==> config.mk <==
export PLATFORM = sky130hd
export DESIGN_NAME = boot_word_loader
export DESIGN_NICKNAME = d
export VERILOG_FILES = /design/src/rtl/boot_word_loader.sv
export SDC_FILE = /design/constraint.sdc
export NUM_CORES = 1
export LEC_CHECK = 0
export CAP_MARGIN = 30
export CORE_MARGIN = 5
export CORE_UTILIZATION = 45
export CTS_CLUSTER_DIAMETER = 30
export CTS_CLUSTER_SIZE = 30
export DETAILED_ROUTE_END_ITERATION = 10
export DONT_BUFFER_PORTS = 1
export PLACE_DENSITY = 0.7
export SYNTH_ARGS = -nofsm -noshare
export SYNTH_HDL_FRONTEND = slang
export SYNTH_SLANG_ARGS = --single-unit
==> constraint.sdc <==
create_clock -name clk -period 3.7 [get_ports clk]
set_input_delay 0.37 -clock clk [delete_from_list [all_inputs] [get_ports clk]]
set_output_delay 0.37 -clock clk [all_outputs]
set_load 0.1 [all_outputs]
==> src/rtl/boot_word_loader.sv <==
// Serial bootloader receiver: it assembles words from a strobed data pin, checks a
// length header and an optional checksum, and writes the image to sequential addresses.
module boot_word_loader #(
    parameter int DATA_WIDTH     = 32,
    parameter int ADDR_WIDTH     = 12,
    parameter int SYNC_STAGES    = 2,
    parameter int MSB_FIRST      = 1,
    parameter int CHECKSUM_EN    = 1,
    parameter int TIMEOUT_CYCLES = 1000000
) (
    input  logic                  clk,
    input  logic                  reset,
    input  logic                  dataOnPin,
    input  logic                  dataPin,
    output logic [DATA_WIDTH-1:0] out,
    output logic [ADDR_WIDTH-1:0] addr,
    output logic                  wEn,
    output logic                  ready,
    output logic                  error,
    output logic                  busy
);

    localparam int BCW = $clog2(DATA_WIDTH + 1);
    localparam int TCW = $clog2(TIMEOUT_CYCLES + 1);
    localparam int MCW = $clog2(SYNC_STAGES + 2);
    localparam logic [ADDR_WIDTH:0] MAX_LEN = {1'b1, {ADDR_WIDTH{1'b0}}};

    typedef enum logic [2:0] {
        S_HEADER,
        S_DATA,
        S_CHECK,
        S_DONE,
        S_ERROR
    } state_t;

    state_t                  state;
    logic [SYNC_STAGES-1:0]  strobe_sync;
    logic [SYNC_STAGES-1:0]  data_sync;
    logic                    strobe_prev;
    logic [MCW-1:0]          mask_cnt;
    logic                    strobe_edge;
    logic                    bit_in;
    logic                    accept;
    logic [BCW-1:0]          bit_cnt;
    logic [TCW-1:0]          idle_cnt;
    logic [DATA_WIDTH-1:0]   shreg;
    logic [DATA_WIDTH-1:0]   shifted;
    logic                    word_valid;
    logic [ADDR_WIDTH:0]     hdr_len;
    logic [ADDR_WIDTH-1:0]   ptr;
    logic [ADDR_WIDTH-1:0]   last_ptr;
    logic [DATA_WIDTH-1:0]   sum;

    // Edge detection stays masked until the synchronisers have flushed, so a strobe
    // held high across reset release does not look like a fresh rising edge.
    always_ff @(posedge clk) begin
        if (!reset) begin
            strobe_sync <= '0;
            data_sync   <= '0;
            strobe_prev <= 1'b0;
            mask_cnt    <= MCW'(SYNC_STAGES + 1);
        end else begin
            strobe_sync <= {strobe_sync[SYNC_STAGES-2:0], dataOnPin};
            data_sync   <= {data_sync[SYNC_STAGES-2:0], dataPin};
            strobe_prev <= strobe_sync[SYNC_STAGES-1];
            if (mask_cnt != '0)
                mask_cnt <= mask_cnt - 1'b1;
        end
    end

    always_comb begin
        strobe_edge = strobe_sync[SYNC_STAGES-1] & ~strobe_prev & (mask_cnt == '0);
        bit_in      = data_sync[SYNC_STAGES-1];
        accept      = strobe_edge & (state != S_DONE) & (state != S_ERROR);
        if (MSB_FIRST != 0)
            shifted = {shreg[DATA_WIDTH-2:0], bit_in};
        else
            shifted = {bit_in, shreg[DATA_WIDTH-1:1]};
        hdr_len = shreg[ADDR_WIDTH:0];
    end

    // shreg holds the finished word during the cycle word_valid is high; the next
    // edge cannot arrive before then, so no separate word register is needed.
    always_ff @(posedge clk) begin
        if (!reset) begin
            bit_cnt    <= '0;
            idle_cnt   <= '0;
            shreg      <= '0;
            word_valid <= 1'b0;
        end else begin
            word_valid <= 1'b0;
            if (accept) begin
                idle_cnt <= '0;
                shreg    <= shifted;
                if (bit_cnt == BCW'(DATA_WIDTH - 1)) begin
                    bit_cnt    <= '0;
                    word_valid <= 1'b1;
                end else begin
                    bit_cnt <= bit_cnt + 1'b1;
                end
            end else if (bit_cnt != '0) begin
                if (idle_cnt == TCW'(TIMEOUT_CYCLES - 1)) begin
                    bit_cnt  <= '0;
                    idle_cnt <= '0;
                end else begin
                    idle_cnt <= idle_cnt + 1'b1;
                end
            end else begin
                idle_cnt <= '0;
            end
        end
    end

    always_ff @(posedge clk) begin
        if (!reset) begin
            state    <= S_HEADER;
            out      <= '0;
            addr     <= '0;
            wEn      <= 1'b0;
            ready    <= 1'b0;
            error    <= 1'b0;
            busy     <= 1'b0;
            ptr      <= '0;
            last_ptr <= '0;
            sum      <= '0;
        end else begin
            wEn <= 1'b0;
            if (accept && state == S_HEADER)
                busy <= 1'b1;
            if (word_valid) begin
                case (state)
                    S_HEADER: begin
                        if (hdr_len == '0 || hdr_len > MAX_LEN) begin
                            state <= S_ERROR;
                            error <= 1'b1;
                            busy  <= 1'b0;
                        end else begin
                            state    <= S_DATA;
                            ptr      <= '0;
                            sum      <= '0;
                            last_ptr <= ADDR_WIDTH'(hdr_len - 1'b1);
                        end
                    end
                    S_DATA: begin
                        wEn  <= 1'b1;
                        out  <= shreg;
                        addr <= ptr;
                        sum  <= sum + shreg;
                        // A full 2^ADDR_WIDTH image wraps ptr to 0 here, after its last write.
                        ptr  <= ptr + 1'b1;
                        if (ptr == last_ptr) begin
                            if (CHECKSUM_EN != 0) begin
                                state <= S_CHECK;
                            end else begin
                                state <= S_DONE;
                                ready <= 1'b1;
                                busy  <= 1'b0;
                            end
                        end
                    end
                    S_CHECK: begin
                        busy <= 1'b0;
                        if (shreg == sum) begin
                            state <= S_DONE;
                            ready <= 1'b1;
                        end else begin
                            state <= S_ERROR;
                            error <= 1'b1;
                        end
                    end
                    default: ;
                endcase
            end
        end
    end

endmodule

==> results of run 1 <==
## power groups by stage
stage / Sequential [mW] / Clock (mW) / Combinational, mW
6_report: 1.87 / 1.77 / 0.0577
5_1_grt: 1.87 / 1.87 / 0.0664
4_1_cts: 1.87 / 1.80 / 0.0584
3_5_place_dp: 1.91 / 0 / 0.0581
3_3_place_gp: 1.92 / 0 / 0.0552
2_1_floorplan: 1.92 / 0 / 0.0448
## sequential cells by signal, indices dropped and copies added, names as in the netlist
register	flops
sum	32
busy	1
word_valid	1
strobe_prev	1
idle_cnt	20
ready	1
state	3
out	32
data_sync	2
ptr	12
shreg	32
last_ptr	12
wEn	1
error	1
addr	12
mask_cnt	2
strobe_sync	2
bit_cnt	6
## layer usage
layer  part of all wire (%)  track usage (%)
met1                     49             24.7
met2                     45             29.1
met3                    5.1             4.04
met4                    1.4             5.13
met5                  0.067                0
## layout make-up
class | count | area [um^2]
fill | 1774 | 9370
multi-input combinational | 813 | 4740
sequential | 173 | 3460
clock buffer | 19 | 433
tap | 234 | 293
timing repair buffer | 14 | 146
clock inverter | 13 | 139
inverter | 16 | 61.3
antenna | 1 | 2.50
## synthesized netlist by cell type, drive strengths merged, types with 4 or more instances
| master | number |
|---|---|
| xnor2 | 28 |
| a22oi | 5 |
| nand3 | 27 |
| nand2 | 211 |
| nor2 | 93 |
| dfxtp | 173 |
| o21ai | 39 |
| a21oi | 128 |
| buf | 13 |
| and2 | 9 |
| a21boi | 4 |
| inv | 16 |
| and3 | 11 |
| ha | 37 |
| nor4 | 16 |
| nand2b | 7 |
| or3 | 8 |
| o21a | 6 |
| nand4 | 16 |
| xor2 | 40 |
| or2 | 4 |
| nor3b | 4 |
| a21o | 15 |
| nor3 | 13 |
| nor2b | 10 |
| or4 | 5 |
| a211oi | 16 |
| clkbuf | 52 |
| o211ai | 9 |
## logic make-up (layout without fill, tap and decap cells)
group	count (synthesis)	after routing
simple gates	446	446
compound gates	258	258
flops	173	173
buf+inv	81	62
xor+xnor	68	68
fa+ha+maj	38	38
mux	3	3
other cells	0	1
## worst max-delay path by stage
stage                  start  endpoint  slack, ns
floorplan           shreg[6]   ptr[11]       1.07
global placement    shreg[6]   sum[15]       0.83
detailed placement  shreg[0]   sum[22]       0.72
CTS                 shreg[0]   sum[26]       0.69
global route        shreg[0]   sum[26]       0.32
finish              shreg[0]   sum[26]       0.66
## placed cells by master (no fill, tap or decap), types with 13 or more instances in the layout
cell type    n
nor4_1      15
dfxtp_1    173
nand4_1     15
nor2_1      93
clkbuf_16   17
xnor2_1     28
a21oi_1    128
nor3_1      13
a211oi_1    15
nand3_1     27
a21o_1      15
inv_1       15
nand2_1    210
xor2_1      40
ha_1        37
o21ai_0     39
## per-stage QoR
| stage | power, mW | std cells | area (um^2) | hold slack [ns] | util, % |
|---|---|---|---|---|---|
| after detailed placement | 1.97 | 1249 | 8680 | 0.423 | 46.6 |
| after global routing | 3.81 | 1283 | 9280 | 0.00365 | 49.8 |
| final | 3.70 | 1283 | 9280 | 0.0136 | 49.8 |
| after floorplan | 1.96 | 1067 | 8490 | 0.412 | - |
| after CTS | 3.73 | 1281 | 9260 | 0.00136 | 49.6 |
| after global placement | 1.97 | 1247 | 8650 | 0.416 | 46.4 |
==> impl_metrics.json, run 1 <==
{
  "place_congestion": 0.916,
  "cts_setup_buffers": 0,
  "clock_latency_ns": 0.43,
  "cpMaxStageDelayCell": "a2111oi_0",
  "rsz0062_at_grt": "false",
  "drive_above_1_share_pct": 5.25,
  "seq_area_frac_synth_pct": 40.8,
  "post_cts_resize_count": 0,
  "yosys.area.top_type": "dfxtp_1",
  "synth_top_cell_area_share_pct": 40.8,
  "die_w_um": 147,
  "switchingPower_uw": 812,
  "synth_xor_area_share_pct": 7.01,
  "cp_max_fo": 7,
  "drt_iter0_drc": 550,
  "fin_crit_sh_pct": 82.1,
  "hold_viol_final": 0,
  "clockRootBuffer": "clkbuf_16",
  "die_y_um": 147,
  "antenna_left": 0,
  "nNetsFinal": 1077,
  "row_count": 50,
  "worst_path_largest_cell_delay_ns": 0.67,
  "min_path_cells": 1,
  "clk_pin_slew_worst_paths_ns": 0.07,
  "ff2ff_path_depth": 11,
  "slew_headroom_pct": 31.6,
  "clock_path_buffers": 2,
  "synth-compound-area-share_pct": 18.4,
  "drt_pass1_iterations": 5,
  "start_util_pct": 45.5,
  "synth_cells": 1067,
  "syn_nets": 1109,
  "maxSlewViolCount": 0,
  "synth_top_family_by_area": "simple AND/OR/NAND/NOR gates",
  "grtUsageTotal_pct": 18.1,
  "switching_share_pct": 22.0,
  "synth_edf_count": 0,
  "setup_viol": 0,
  "antenna_found_initial": 2,
  "worstHoldEndpoint": "mask_cnt[1]",
  "grt_pass1_vias": 6616,
  "place_ws_ns": 0.723,
  "hp-class": "input port to register",
  "wl_um": 19500,
  "p_int_mw": 2.88,
  "path_buf_inv": 1,
  "cp.depth": 11,
  "grt_max_degree": 92,
  "cts_buffers": 17,
  "cp.arrival_ns": 3.34,
  "cp_cell_sequence": "ha_1, inv_1, fa_1, nor2b_1, o211ai_1, a2111oi_0, o211ai_1, nand4b_1, nand2_1, xnor2_1, o21ai_0",
  "worst_pin_slew_ns": 1.02,
  "worstSetupEndpointType": "register",
  "ys_warn_count": 0,
  "avgSynthCellArea_um2": 7.96,
  "die_area_mm2": 0.0217,
  "core-area_mm2": 0.0186,
  "synth_fa_ha_area_share_pct": 5.69,
  "fin_tns_setup_ns": 0,
  "synth_cell_type_count": 65,
  "port_buffers": 0,
  "reg2reg_from": "shreg[0]",
  "wire_per_inst_um": 15.2,
  "vias": 7137,
  "syn-cell-area_mm2": 0.00849,
  "synth-simple-area-share_pct": 24.0,
  "syn_to_final_growth_pct": 9.27,
  "vias_per_cell": 5.56,
  "clock_sinks": 173,
  "ys_seq_elements": 173,
  "drc_errors": 0,
  "path_class": "register to register",
  "setup.worst_path.start_class": "register",
  "r2r-end": "sum[26]",
  "cellLeakagePower_nw": 3.47,
  "clock_skew_ns": 0.00926,
  "dpl.hpwl_um": 13300,
  "critPathRequiredTime_ns": 4.00,
  "cts_max_level": 4,
  "cp_common_cell": "o211ai_1",
  "pin_count": 52,
  "pwr-share-seq_pct": 50.7,
  "layout_min_cycle_time_ns": 3.04,
  "setup_ws_ns": 0.662,
  "status": "finished, final reports clean",
  "cts_tree": "done",
  "hold_buffers": 0,
  "grt_overflow": 0,
  "synthMuxAreaShare_pct": 0.368,
  "cpLargestDelayFamily": "compound AO/OA/AOI/OAI gates",
  "p_comb_share_pct": 1.6,
  "max-cap-violations": 0,
  "powerDensity_mw_per_mm2": 398,
  "fmax_mhz": 329,
  "synthArstFlopShare_pct": 0,
  "r2r_slack_ns": 0.66,
  "synth_ff_type": "dfxtp_1",
  "grt_pass1_wl_um": 33000,
  "pwr-share-clk_pct": 47.8,
  "min-delay-start": "reset",
  "ir_drop_mv": 0.266,
  "synth_area_leaders": "dfxtp_1 (41%), nand2_1 (9.3%), a21oi_1 (7.5%)"
}
Note: power is estimated with default switching activity, not from simulation.
==> inputs of run 2 (changes only) <==
==> constraint.sdc (replaced) <==
create_clock -name clk -period 2.8 [get_ports clk]
set_input_delay 0.28 -clock clk [delete_from_list [all_inputs] [get_ports clk]]
set_output_delay 0.28 -clock clk [all_outputs]
set_load 0.1 [all_outputs]
==> run 2 against run 1 <==
Compared with the run above: clock skew shrank 0.00069 ns; die area is the same; routed wire length grew 5.3%; power grew 32%; register-to-register slack lost 0.57 ns; largest cell class unchanged; fmax grew 12%; worst hold slack lost 0.0047 ns.
==> impl_metrics.json, run 2 (same netlist as run 1, synthesis figures left out) <==
{
  "core-area_mm2": 0.0186,
  "cp.arrival_ns": 3.04,
  "grtUsageTotal_pct": 18.6,
  "cts_max_level": 4,
  "postLayoutCoreUtil_pct": 52.5,
  "globalRoute.busiestLayer": "met2",
  "status": "finished, final reports clean",
  "dpl.hpwl_um": 14100,
  "setup.worst_path.start_class": "register",
  "cp_max_fo": 5,
  "clock_skew_ns": 0.00857,
  "cts_tree": "done",
  "wl_um": 20500,
  "wire_per_inst_um": 15.3,
  "pin_count": 52,
  "fmax_mhz": 369,
  "final_common_cell": "nand2_1",
  "clock_latency_ns": 0.43,
  "worst_pin_slew_ns": 0.995,
  "antenna_cells": 0,
  "ir_drop_mv": 0.446,
  "cts_buffers": 17,
  "vias": 7442,
  "grt_pass1_vias": 6947,
  "hold_viol_final": 0,
  "critPathRequiredTime_ns": 3.13,
  "die_area_mm2": 0.0217,
  "dp.cells": 1300,
  "grt_max_degree": 67,
  "die_w_um": 147,
  "r2r_slack_ns": 0.09,
  "clockRootBuffer": "clkbuf_16",
  "drc_errors": 0,
  "clk_pin_slew_worst_paths_ns": 0.07,
  "r2r-end": "sum[25]",
  "drt_iter0_drc": 647,
  "min-delay-start": "reset",
  "setup_ws_ns": 0.0881,
  "ff2ff_path_depth": 10,
  "start_util_pct": 45.5,
  "hp-class": "input port to register",
  "drive_above_1_share_pct": 11.8,
  "instances_no_fill": 1341,
  "port_buffers": 0,
  "use_met2_pct": 29.8,
  "worstSetupEndpointType": "register",
  "nFillCells": 1785,
  "antenna_found_initial": 0,
  "antenna_left": 0,
  "row_count": 50,
  "endpoint": "sum[25]",
  "syn_to_final_growth_pct": 15.3,
  "drt_pass1_iterations": 5,
  "largestRegisters": "out: 32 flops, shreg: 32 flops, sum: 32 flops",
  "layout_min_cycle_time_ns": 2.71,
  "place_congestion": 0.880,
  "maxSlewViolCount": 0,
  "met1_usage_pct": 24.7,
  "path_class": "register to register",
  "grt_overflow": 0,
  "reg2reg_from": "shreg[14]",
  "slew_headroom_pct": 33.5,
  "clock_sinks": 173,
  "clock_path_buffers": 2,
  "powerDensity_mw_per_mm2": 499,
  "fin_tns_setup_ns": 0,
  "max-cap-violations": 0,
  "setup_viol": 0,
  "fin_crit_sh_pct": 96.9,
  "use_met3_pct": 5.00,
  "final_cell_mix": "nand2_1 (210), dfxtp_1 (169), a21oi_1 (128)",
  "cellLeakagePower_nw": 3.79,
  "critPathLaunch": "shreg[14]",
  "grt_pass1_wl_um": 33900,
  "die_y_um": 147,
  "place_ws_ns": -0.0152,
  "nNetsFinal": 1136,
  "vias_per_cell": 5.55
}
==> run 2: worst min path at each step <==
stage | endpoint | slack, ns | depth (start not counted)
global placement | mask_cnt[0] | 0.35 | 1
global route | sum[13] | 0.009 | 2
floorplan | data_sync[0] | 0.41 | 1
CTS | sum[13] | 0.002 | 2
detailed placement | mask_cnt[0] | 0.35 | 1
finish | sum[13] | 0.009 | 2
==> run 2: layout make-up <==
type | instances | area [um^2] | share of cell area, %
clock buffer | 21 | 470 | 4.81
clock inverter | 11 | 108 | 1.10
inverter | 16 | 61.3 | 0.626
multi-input combinational | 813 | 4800 | 49.1
sequential | 173 | 3470 | 35.4
tap | 234 | 293 | 2.99
timing repair buffer | 73 | 582 | 5.94
==> run 2: critical path, cell delays in order, from the launching register on <==
cell and delay (ns):
dfxtp_1 0.35, ha_1 0.36, a211oi_1 0.27, o21ai_0 0.18, a41oi_2 0.30, o21a_1 0.18, o21ai_0 0.08, buf_4 0.20
a21o_1 0.18, a211o_1 0.28, a32o_1 0.24
==> run 2: layer usage <==
| layer | up-vias | part of all wire, % |
|---|---|---|
| met1 | 3478 | 48 |
| met3 | 37 | 5.3 |
| met2 | 164 | 45 |
| met5 | - | 0 |
| met4 | 0 | 1.7 |
| li1 | 3763 | - |
==> run 2: repair_timing <==
action | 4_1_cts | 5_1_grt
endpoints found under the hold margin | 11 | 0
hold buffers | 3 | 0
pin swaps | 0 | 8
setup buffers | 0 | 5
gates resized for setup | 2 | 24
endpoints found under the setup margin | 4 | 44
gates cloned | 0 | 1
==> run 2: report_power, final <==
group          switching, mW  internal, mW
clock                   1.02          1.30
combinational         0.0573        0.0233
sequential           0.00371          2.47
==> run 2: stage by stage <==
stage | power (mW) | instance area (um^2) | hold WS (ns)
6_report | 4.88 | 9790 | 0.00888
5_1_grt | 5.05 | 9790 | 0.00872
4_1_cts | 4.92 | 9670 | 0.00234
2_1_floorplan | 2.59 | 8490 | 0.407
3_3_place_gp | 2.60 | 9060 | 0.346
3_5_place_dp | 2.60 | 9060 | 0.349
==> inputs of run 3 (changes only) <==
--- a/config.mk
+++ b/config.mk
@@ -6,13 +6,13 @@
 export NUM_CORES = 1
 export LEC_CHECK = 0
 export CAP_MARGIN = 30
-export CORE_MARGIN = 5
+export CORE_MARGIN = 3
 export CORE_UTILIZATION = 45
 export CTS_CLUSTER_DIAMETER = 30
 export CTS_CLUSTER_SIZE = 30
 export DETAILED_ROUTE_END_ITERATION = 10
 export DONT_BUFFER_PORTS = 1
-export PLACE_DENSITY = 0.7
+export PLACE_DENSITY = 0.69
 export SYNTH_ARGS = -nofsm -noshare
 export SYNTH_HDL_FRONTEND = slang
 export SYNTH_SLANG_ARGS = --single-unit
==> run 3 against run 2 <==
Compared with the run above: largest power group unchanged; critical path depth shrank 1; global-route usage increased by 1.5 points; fmax down 0.12%; power rose by 1.1%; via count is 0.43% higher; routed wire length fell by 0.49%.
==> impl_metrics.json, run 3 (same netlist as run 1, synthesis figures left out) <==
{
  "start_util_pct": 46.5,
  "hp-class": "input port to register",
  "fmax_mhz": 368,
  "r2r-end": "ptr[7]",
  "die_w_um": 143,
  "globalRoute.busiestLayer": "met2",
  "final_common_cell": "nand2_1",
  "min-delay-start": "reset",
  "core-area_mm2": 0.0183,
  "drt_iter0_drc": 574,
  "max-cap-violations": 0,
  "ff2ff_path_depth": 9,
  "grt_pass1_vias": 6898,
  "critPathRequiredTime_ns": 3.16,
  "cpMaxStageDelayCell": "or4_4",
  "wl_um": 20400,
  "drt_pass1_iterations": 5,
  "antenna_found_initial": 0,
  "pin_count": 52,
  "dpl.hpwl_um": 13900,
  "place_ws_ns": -0.0437,
  "cpLargestDelayFamily": "simple AND/OR/NAND/NOR gates",
  "cellLeakagePower_nw": 3.82,
  "clock_skew_ns": 0.00897,
  "slew_headroom_pct": 32.0,
  "antenna_cells": 0,
  "largestRegisters": "out: 32 flops, shreg: 32 flops, sum: 32 flops",
  "row_count": 49,
  "clock_sinks": 173,
  "drc_errors": 0,
  "grtUsageTotal_pct": 20.2,
  "path_buf_inv": 1,
  "use_met2_pct": 31.1,
  "die_area_mm2": 0.0206,
  "cp_common_cell": "or2_4",
  "layout_min_cycle_time_ns": 2.72,
  "path_class": "register to register",
  "worstHoldEndpoint": "sum[15]",
  "clk_pin_slew_worst_paths_ns": 0.07,
  "reg2reg_from": "shreg[6]",
  "grt_max_degree": 63,
  "postLayoutCoreUtil_pct": 54.1,
  "cts_tree": "done",
  "min_path_cells": 1,
  "clock_latency_ns": 0.43,
  "status": "finished, final reports clean",
  "cts_max_level": 4,
  "fin_crit_sh_pct": 97.0,
  "use_met3_pct": 3.69,
  "met1_usage_pct": 28.7,
  "cp.arrival_ns": 3.08,
  "fin_tns_setup_ns": 0,
  "ir_drop_mv": 0.399,
  "worstSetupEndpointType": "register",
  "hold_viol_final": 0,
  "grt_pass1_wl_um": 34100,
  "fin_area_mm2": 0.00988,
  "cp_cell_sequence": "or4_4, or2_4, o31a_1, nor4_4, or2_4, buf_12, nand4_4, or3_1, a21oi_1",
  "clockRootBuffer": "clkbuf_16",
  "syn_to_final_growth_pct": 16.3,
  "final_cell_mix": "nand2_1 (209), dfxtp_1 (170), a21oi_1 (128)",
  "setup_ws_ns": 0.0849,
  "cp_max_fo": 7,
  "wire_per_inst_um": 15.2,
  "cts_buffers": 17,
  "port_buffers": 0,
  "holdWs_ns": 0.0176,
  "nNetsFinal": 1142,
  "setup_viol": 0,
  "place_congestion": 0.937,
  "worst_pin_slew_ns": 1.02,
  "antenna_left": 0,
  "rsz0062_at_grt": "true",
  "vias_per_cell": 5.57,
  "r2r_slack_ns": 0.08,
  "die_y_um": 143,
  "maxSlewViolCount": 0,
  "drive_above_1_share_pct": 12.8,
  "vias": 7474,
  "powerDensity_mw_per_mm2": 499,
  "grt_overflow": 0,
  "placed_area_mm2": 0.00908,
  "worst_path_largest_cell_delay_ns": 0.53,
  "clock_path_buffers": 2,
  "setup.worst_path.start_class": "register"
}
-- run 3: timing repair --
item,in CTS,in global routing
hold buffers,3,0
endpoints found under the setup margin,12,32
buffers inserted,0,6
pin swaps,0,10
hold endpoints to repair,11,0
resized for setup,4,33
cloned,0,2
-- run 3: through the flow --
| stage | cells | power (mW) |
|---|---|---|
| floorplan | 1067 | 2.59 |
| global placement | 1298 | 2.60 |
| detailed placement | 1299 | 2.61 |
| CTS | 1334 | 4.99 |
| global route | 1342 | 5.10 |
| finish | 1342 | 4.93 |
-- run 3: final cells by class --
cell class	instances	area [um^2]
timing repair buffer	79	648
clock buffer	18	429
tap	229	287
clock inverter	14	158
inverter	16	61.3
multi-input combinational	813	4820
fill	1732	8390
sequential	173	3470
-- run 3: power breakdown --
| group | switching [mW] | total (mW) | leakage [nW] | internal (mW) |
|---|---|---|---|---|
| clock network | 1.04 | 2.38 | 0.278 | 1.33 |
| logic | 0.0594 | 0.0834 | 2.14 | 0.0240 |
| registers | 0.00374 | 2.47 | 1.40 | 2.47 |
-- run 3: worst max path at each step --
stage,from,to,slack (ns),depth (start not counted)
after global placement,shreg[6],sum[31],-0.21,9
after global routing,shreg[0],sum[26],-0.07,13
after floorplan,shreg[6],ptr[11],0.17,10
after CTS,shreg[6],sum[29],0.002,10
after detailed placement,shreg[0],sum[28],-0.04,11
final,shreg[6],ptr[7],0.08,9
-- run 3: per-layer routing --
metal	up-vias	part of all wire, %
li1	3778	-
met3	30	4.9
met5	-	0
met1	3497	49
met4	0	1.8
met2	169	44
-- run 3: worst reg2reg max path: stages (launching register included) --
cell     delay, ns
dfxtp_2       0.32
or4_4         0.53
or2_4         0.25
o31a_1        0.32
nor4_4        0.29
or2_4         0.22
buf_12        0.12
nand4_4       0.12
or3_1         0.33
a21oi_1       0.14
